`src/rtl/ptw_axi_read_master.sv`:
```
// ptw_axi_read_master
//   Single-outstanding AXI4 read master for page-table-walk PTE fetches from
//   the instruction TLB. A one-cycle request pulse carries the address of an
//   8-byte PTE. The block issues one single-beat AXI read for it. The fetched
//   PTE comes back to the TLB as a one-cycle response pulse.
//
// Ports
//   CLK, RST          clock, synchronous active-high reset
//   REQ_VALID/ADDR    PTE fetch request pulse and physical address (TLB side)
//   RESP_VALID        one-cycle pulse; RESP_DATA / RESP_ERR valid
//   RESP_DATA         fetched PTE (forced to 0 on an AXI error)
//   RESP_ERR          AXI error flag for this response
//   BUSY              transaction in flight
//   REQ_DROPPED       sticky: a request arrived while BUSY
//   M_AXI_AR*         read address channel (single beat, 8 bytes, INCR)
//   M_AXI_R*          read data channel (RID and RLAST are not used)
module ptw_axi_read_master #(
    parameter int unsigned ADDR_WIDTH = 64,
    parameter int unsigned DATA_WIDTH = 64,
    parameter int unsigned ID_WIDTH   = 4,
    parameter int unsigned AXI_ID     = 0
) (
    input  logic                  CLK,
    input  logic                  RST,
    input  logic                  REQ_VALID,
    input  logic [ADDR_WIDTH-1:0] REQ_ADDR,
    output logic                  RESP_VALID,
    output logic [DATA_WIDTH-1:0] RESP_DATA,
    output logic                  RESP_ERR,
    output logic                  BUSY,
    output logic                  REQ_DROPPED,
    output logic [ID_WIDTH-1:0]   M_AXI_ARID,
    output logic [ADDR_WIDTH-1:0] M_AXI_ARADDR,
    output logic [7:0]            M_AXI_ARLEN,
    output logic [2:0]            M_AXI_ARSIZE,
    output logic [1:0]            M_AXI_ARBURST,
    output logic [2:0]            M_AXI_ARPROT,
    output logic                  M_AXI_ARVALID,
    input  logic                  M_AXI_ARREADY,
    input  logic [ID_WIDTH-1:0]   M_AXI_RID,
    input  logic [DATA_WIDTH-1:0] M_AXI_RDATA,
    input  logic [1:0]            M_AXI_RRESP,
    input  logic                  M_AXI_RLAST,
    input  logic                  M_AXI_RVALID,
    output logic                  M_AXI_RREADY
);

    typedef enum logic [1:0] {
        IDLE = 2'd0,
        AR   = 2'd1,
        R    = 2'd2
    } state_t;

    state_t                state_q, state_d;
    logic [ADDR_WIDTH-1:0] araddr_q, araddr_d;
    logic                  arvalid_q, arvalid_d;
    logic                  rready_q, rready_d;
    logic                  resp_valid_q, resp_valid_d;
    logic [DATA_WIDTH-1:0] resp_data_q, resp_data_d;
    logic                  resp_err_q, resp_err_d;
    logic                  dropped_q, dropped_d;

    // Single-beat transfers make RID/RLAST redundant, and PTEs are 8-byte
    // aligned, so the low address bits are discarded.
    logic unused_inputs;
    assign unused_inputs = ^{M_AXI_RID, M_AXI_RLAST, REQ_ADDR[2:0]};

    always_comb begin
        state_d      = state_q;
        araddr_d     = araddr_q;
        arvalid_d    = arvalid_q;
        rready_d     = rready_q;
        resp_valid_d = 1'b0;
        resp_data_d  = resp_data_q;
        resp_err_d   = resp_err_q;
        dropped_d    = dropped_q;

        case (state_q)
            IDLE: begin
                if (REQ_VALID) begin
                    araddr_d  = {REQ_ADDR[ADDR_WIDTH-1:3], 3'b000};
                    arvalid_d = 1'b1;
                    state_d   = AR;
                end
            end
            AR: begin
                if (REQ_VALID) begin
                    dropped_d = 1'b1;
                end
                if (arvalid_q && M_AXI_ARREADY) begin
                    arvalid_d = 1'b0;
                    rready_d  = 1'b1;
                    state_d   = R;
                end
            end
            R: begin
                if (REQ_VALID) begin
                    dropped_d = 1'b1;
                end
                if (rready_q && M_AXI_RVALID) begin
                    // An error response returns an all-zero PTE so the TLB
                    // sees an invalid entry (V bit clear).
                    if (M_AXI_RRESP == 2'b00) begin
                        resp_data_d = M_AXI_RDATA;
                        resp_err_d  = 1'b0;
                    end else begin
                        resp_data_d = '0;
                        resp_err_d  = 1'b1;
                    end
                    resp_valid_d = 1'b1;
                    rready_d     = 1'b0;
                    state_d      = IDLE;
                end
            end
            default: begin
                state_d   = IDLE;
                arvalid_d = 1'b0;
                rready_d  = 1'b0;
            end
        endcase
    end

    always_ff @(posedge CLK) begin
        if (RST) begin
            state_q      <= IDLE;
            araddr_q     <= '0;
            arvalid_q    <= 1'b0;
            rready_q     <= 1'b0;
            resp_valid_q <= 1'b0;
            resp_data_q  <= '0;
            resp_err_q   <= 1'b0;
            dropped_q    <= 1'b0;
        end else begin
            state_q      <= state_d;
            araddr_q     <= araddr_d;
            arvalid_q    <= arvalid_d;
            rready_q     <= rready_d;
            resp_valid_q <= resp_valid_d;
            resp_data_q  <= resp_data_d;
            resp_err_q   <= resp_err_d;
            dropped_q    <= dropped_d;
        end
    end

    assign BUSY          = (state_q != IDLE);
    assign RESP_VALID    = resp_valid_q;
    assign RESP_DATA     = resp_data_q;
    assign RESP_ERR      = resp_err_q;
    assign REQ_DROPPED   = dropped_q;

    assign M_AXI_ARID    = ID_WIDTH'(AXI_ID);
    assign M_AXI_ARADDR  = araddr_q;
    assign M_AXI_ARLEN   = 8'd0;
    assign M_AXI_ARSIZE  = 3'b011;
    assign M_AXI_ARBURST = 2'b01;
    assign M_AXI_ARPROT  = 3'b001;
    assign M_AXI_ARVALID = arvalid_q;
    assign M_AXI_RREADY  = rready_q;

endmodule

```
`config.mk`:
```
export PLATFORM = sky130hd
export DESIGN_NAME = ptw_axi_read_master
export DESIGN_NICKNAME = d
export VERILOG_FILES = /design/src/rtl/ptw_axi_read_master.sv
export SDC_FILE = /design/constraint.sdc
export NUM_CORES = 1
export LEC_CHECK = 0
export ABC_AREA = 0
export BUFFER_PORTS_ARGS = -buffer_cell sky130_fd_sc_hd__buf_2
export CORE_MARGIN = 5
export CORE_UTILIZATION = 45
export CTS_BUF_LIST = sky130_fd_sc_hd__clkbuf_8
export CTS_CLUSTER_DIAMETER = 30
export DETAILED_ROUTE_END_ITERATION = 6
export PLACE_DENSITY_LB_ADDON = 0.05
export SKIP_CTS_REPAIR_TIMING = 1
export SLEW_MARGIN = 40
export SYNTH_ARGS = -nofsm -noshare
export SYNTH_HDL_FRONTEND = slang
export SYNTH_SLANG_ARGS = --single-unit
```
`constraint.sdc`:
```
create_clock -name CLK -period 3.5 [get_ports CLK]
set_clock_uncertainty 0.15 [all_clocks]
set_input_delay 0.35 -clock CLK [delete_from_list [all_inputs] [get_ports CLK]]
set_output_delay 0.35 -clock CLK [all_outputs]
set_load 0.01 [all_outputs]
```
==> run summary, run 1 <==
Status -> finished, final reports clean
Critical path endpoint category -> flop
Yosys cell types -> 24
Die Y -> 117 um
Die area -> 13700 um^2
Worst Setup Path Type -> flop to flop
I/O pins -> 294
Post-route setup TNS -> 0 ns
Via density -> 4.76
Cell count after placement -> 977
Clock Pin Slew Worst Setup and Hold Paths -> 0.07 ns
DRC Markers -> 0
Startpoint types -> flop
Post-layout util -> 66.2%
Final Power -> 3.77 mW
Crit path DAT -> 2.25 ns
Synth Cell Area -> 5150 um^2
Starting density of the core -> 45.5%
Synthesized area per cell -> 8.36 um^2
Syn-to-layout area delta -> 45.5%
Final HPWL DP -> 10400 um
First-pass GRT wire length -> 21700 um
Layout cell share with drive strength beyond 1 -> 36.9%
Slew headroom -> 56.6%
Inserted Diodes -> 0
Pre-antenna DRT Iters -> 4
Vias -> 5144
IO Port Bufs -> 262
Register area share after synthesis -> 51.3%
Crit path time final -> 2.05 ns
Layout Cells excl Fill -> 1081
Slew Limit Fails -> 0
Synth Area in Simple Gates -> 24.0%
Leak -> 3.39 nW
Total CTS buffers -> 17
Antenna-violating nets left -> 0
GPL Wtd Cong -> 0.776
Fill cell count -> 979
Worst-Margin Slew -> 0.651 ns
Final Cycle Share -> 58.5%
Pwr/cell area -> 504 nW/um^2
Hold Vio Cnt, Final -> 0
Max Freq -> 488 MHz
Row cnt -> 39
Multiplexer share of the synthesized area -> 0.583%
First DRT Iteration DRCs -> 349
Final WL -> 15300 um
Count of final setup violators -> 0
Data required, critical path -> 3.70 ns
GRT Total Usage -> 20.1%
Main combinational cell family by area after synthesis -> simple AND/OR/NAND/NOR gates
Min-Delay Path Class -> input port to flop
CTS Buffer Depth -> 2
Post-Synth Adder-Cell Area -> 0.972%
Worst vdd ir -> 0.330 mV
Die width -> 117 um
Core Region -> 11300 um^2
Number of global-route vias before repair -> 4595
Fin Hold WS -> 0.00403 ns
Clock sink count -> 132
Max_cap viols -> 0
Crit Path Max Fanout -> 49
Drt wl/cell -> 14.1 um
Xor/xnor share of the synthesized area -> 0%
Unrepaired setup endpoints after global routing -> false
Area contributors post-synth -> dfxtp_1, nand2_1, a21oi_1
CTS tree -> done
Post-synthesis sequential element count -> 132
H-tree depth -> 4
Clk_lat worst skew -> 0.42 ns
Cell count after synthesis -> 616
Yosys top cell by area -> dfxtp_1
Initial antenna violation count -> 0
Yosys top cell area share -> 51.3%
Compound-Gate Fraction of Synth Area -> 14.7%
Warnings from Yosys -> 0
Grt total ovfl -> 0
Largest net degree at the start of global routing -> 66
Final layout net count -> 1071
Root Driver -> clkbuf_8
[cells in the final DEF, fill, tap and decap left out, types with 6 or more instances in the layout]
master / Yosys / routed
dlygate4sd3_1: 0 / 73
buf_2: 17 / 261
dfxtp_1: 132 / 132
buf_4: 23 / 6
nand2_1: 194 / 193
nand3_1: 36 / 35
a21oi_1: 109 / 109
inv_1: 5 / 11
a21oi_2: 18 / 18
nand3_2: 29 / 30
conb_1: 2 / 23
clkbuf_8: 0 / 18
[per-layer routing]
metal	vias to the layer above	GRT usage (%)	wire [um]
met5	-	0	0
met4	0	9.33	355
met3	28	7.76	1370
met2	194	33.8	7640
met1	2328	22.4	5910
li1	2594	-	-
[critical path, stage by stage, from the launching register on]
cell,delay (ns)
dfxtp_1,0.33
inv_1,0.11
ha_1,0.29
and3_2,0.46
buf_12,0.32
nand3_1,0.11
a21oi_1,0.18
[path summary, 6_finish.rpt]
kind / from / end / slack [ns] / cells after the start
max: state_q[0] / RESP_DATA[31] / 1.45 / 6
min: REQ_ADDR[30] / M_AXI_ARADDR[30] / 0.004 / 3
max reg2reg: state_q[0] / RESP_DATA[31] / 1.45 / 6
min reg2reg: RESP_DATA[63] / RESP_DATA[63] / 0.30 / 2
[cells by family (layout without fill, tap and decap cells)]
kind of cell / count (synthesis) / in the layout
AOI/OAI and AO/OA: 133 / 133
other: 2 / 23
DFF: 132 / 132
buffers and inverters: 76 / 377
adders and majority gates: 4 / 4
muxes: 3 / 3
and+or+nand+nor: 266 / 266
[state kept, by name, summed over array words and instances, names as in the netlist]
signal         count
RESP_ERR           1
M_AXI_ARADDR      61
M_AXI_ARVALID      1
RESP_DATA         64
REQ_DROPPED        1
state_q            2
M_AXI_RREADY       1
RESP_VALID         1
[cells in the mapped netlist (all sizes together)]
| library cell | number |
|---|---|
| a21oi | 127 |
| a221oi | 2 |
| and2 | 1 |
| and3 | 1 |
| buf | 48 |
| clkbuf | 23 |
| conb | 2 |
| dfxtp | 132 |
| ha | 4 |
| inv | 5 |
| mux2i | 3 |
| nand2 | 194 |
| nand3 | 65 |
| nor2 | 3 |
| nor2b | 2 |
| o21ai | 2 |
| o311ai | 1 |
| o31a | 1 |
[final cells by class]
type	count	area [um^2]	area share, %
Sequential cell	132	2640	35.3
Multi-Input combinational cell	429	2180	29.1
Tap cell	143	179	2.39
Clock inverter	12	103	1.37
Timing Repair Buffer	342	2120	28.3
Inverter	5	18.8	0.251
Clock buffer	18	248	3.31
[stage by stage]
stage | setup WS [ns] | instance area (um^2)
finish | 1.45 | 7490
global route | 1.32 | 7490
CTS | 1.42 | 6740
detailed placement | 1.44 | 6390
global placement | 1.49 | 6380
floorplan | 1.89 | 5230
[report_power, final]
part	total [mW]	internal [mW]	switching, mW
logic	0.904	0.361	0.543
clock network	1.16	0.622	0.533
registers	1.71	1.64	0.0710
total	3.77	2.63	1.15
Note: power is estimated with default switching activity, not from simulation.
==> run 2: changes to the inputs <==
==> constraint.sdc (replaced) <==
create_clock -name CLK -period 2.09 [get_ports CLK]
set_clock_uncertainty 0.15 [all_clocks]
set_input_delay 0.209 -clock CLK [delete_from_list [all_inputs] [get_ports CLK]]
set_output_delay 0.209 -clock CLK [all_outputs]
set_load 0.01 [all_outputs]
==> run summary, run 2 (same netlist as run 1, synthesis figures left out) <==
Via density -> 4.81 (+1.0%)
CP top delay family -> simple AND/OR/NAND/NOR gates
Total area of sequential cells -> 2640 um^2 (unchanged)
Final WL -> 16500 um (+8.2%)
Crit path capture -> RESP_DATA[29]
Count of final setup violators -> 0 (unchanged)
Root Driver -> clkbuf_8
Worst path bufs/invs -> 2 (unchanged)
Die width -> 117 um (unchanged)
Reg-to-Reg Start -> state_q[0]
First DRT Iteration DRCs -> 297 (-15%)
Max Freq -> 550 MHz (+13%)
CTS Buffer Depth -> 2 (unchanged)
Clk_lat worst skew -> 0.43 ns (about the same)
Critical path endpoint category -> flop
Core Region -> 11300 um^2 (unchanged)
Unrepaired setup endpoints after global routing -> false
Crit path time final -> 1.82 ns (-0.231 ns)
Clock sink count -> 132 (unchanged)
Pwr/cell area -> 863 nW/um^2 (+71%)
Status -> finished, final reports clean
Cells on worst reg2reg path -> 6 (unchanged)
Worst Setup Path Type -> flop to flop
Antenna-violating nets left -> 0 (unchanged)
Inserted Diodes -> 0 (unchanged)
Cell count after placement -> 982 (+0.51%)
IO Port Bufs -> 262 (unchanged)
Die area -> 13700 um^2 (unchanged)
Reg-to-reg critical path endpoint -> RESP_DATA[29]
Worst vdd ir -> 0.634 mV (+92%)
Startpoint types -> flop
Max_cap viols -> 0 (unchanged)
Final layout net count -> 1128 (+5.3%)
Critical Path Start -> state_q[0]
Post-route cell area -> 8240 um^2 (+10%)
Slowest cell on crit path -> dfxtp_1
H-tree depth -> 4 (unchanged)
Area after DPL -> 6500 um^2 (+1.7%)
Stages on worst setup path -> 6 (unchanged)
Commonest non-fill, non-tap cell in the layout -> buf_2
Slowest Stage Delay on Critical Path -> 0.33 ns (-0.13 ns)
GPL Wtd Cong -> 0.748 (-3.6%)
Drt wl/cell -> 14.5 um (+2.6%)
Die Y -> 117 um (unchanged)
Initial antenna violation count -> 0 (unchanged)
Multi-input gate area -> 2170 um^2 (-0.29%)
DRC Markers -> 0 (unchanged)
Hold Vio Cnt, Final -> 0 (unchanged)
Critical-path cell list -> inv_1 -> ha_1 -> and3_2 -> buf_12 -> nand3_1 -> a21oi_1
Worst R2R Setup Slack -> 0.27 ns (-1.18 ns)
Post-route setup TNS -> 0 ns (unchanged)
First-pass GRT wire length -> 21500 um (-0.86%)
Pre-antenna DRT Iters -> 5 (+1)
Final HPWL DP -> 10300 um (-0.64%)
Layout cell share with drive strength beyond 1 -> 35.8% (-1.1 points)
Data required, critical path -> 2.30 ns (-1.40 ns)
Largest net degree at the start of global routing -> 66 (unchanged)
Starting density of the core -> 45.5% (unchanged)
Crit path DAT -> 2.03 ns (-0.22 ns)
Most frequent cells in the layout -> buf_2, nand2_1, dfxtp_1, dlygate4sd3_1, a21oi_1
Vias -> 5479 (+6.5%)
Crit Path Max Fanout -> 49 (unchanged)
Row cnt -> 39 (unchanged)
Leak -> 3.68 nW (+8.6%)
Largest register FFs -> 64 (unchanged)
CTS tree -> done
Final Cycle Share -> 86.9% (+28 points)
Syn-to-layout area delta -> 60.0%
Number of global-route vias before repair -> 4446 (-3.2%)
GRT Total Usage -> 20.0% (-0.099 points)
Total CTS buffers -> 17 (unchanged)
Fill cell count -> 848 (-13%)
Final Power -> 7.11 mW (+89%)
Min-Delay Path Class -> input port to flop
Layout Cells excl Fill -> 1140 (+5.5%)
I/O pins -> 294 (unchanged)
Grt total ovfl -> 0 (unchanged)
Slew Limit Fails -> 0 (unchanged)
Clock Pin Slew Worst Setup and Hold Paths -> 0.07 ns (about the same)
## run 2: worst min path at each step
stage,startpoint,cells past startpoint,end,slack [ns]
after floorplan,M_AXI_RDATA[12],2,RESP_DATA[12],0.19
after global placement,RESP_DATA[41],2,RESP_DATA[41],0.29
after detailed placement,RESP_DATA[45],2,RESP_DATA[45],0.29
after CTS,REQ_ADDR[17],3,M_AXI_ARADDR[17],-0.18
after global routing,M_AXI_ARREADY,4,M_AXI_ARVALID,0.04
final,M_AXI_ARREADY,4,M_AXI_ARVALID,0.06
## run 2: area by class of cell
class	count	area share (%)
Sequential cell	132	32.1
Multi-Input combinational cell	429	26.4
Clock inverter	14	2.84
Tap cell	143	2.17
Clock buffer	18	3.01
Timing Repair Buffer	399	33.3
Inverter	5	0.228
## run 2: where the power goes
group	internal, mW	switching (mW)
logic	0.742	0.955
clock network	1.57	0.978
registers	2.75	0.122
total	5.06	2.06
## run 2: per-stage QoR
stage	setup slack (ns)	hold slack, ns	util [%]
4_1_cts	0.323	-0.185	61.6
2_1_floorplan	0.477	0.194	-
6_report	0.273	0.0551	72.8
5_1_grt	0.162	0.0447	72.8
3_5_place_dp	0.337	0.290	57.4
3_3_place_gp	0.396	0.285	57.4
## run 2: tightest hold or removal path, cell delays in order
cell      delay, ns
buf_2          0.11
nor2b_1        0.10
o311ai_0       0.11
o21ai_1        0.08
## run 2: layer usage
| layer | track usage [%] | up-vias | routed length [um] |
|---|---|---|---|
| met4 | 9.02 | 0 | 425 |
| li1 | - | 2710 | - |
| met5 | 0 | - | 0 |
| met1 | 22.6 | 2517 | 6220 |
| met3 | 8.17 | 37 | 1410 |
| met2 | 33.0 | 215 | 8480 |
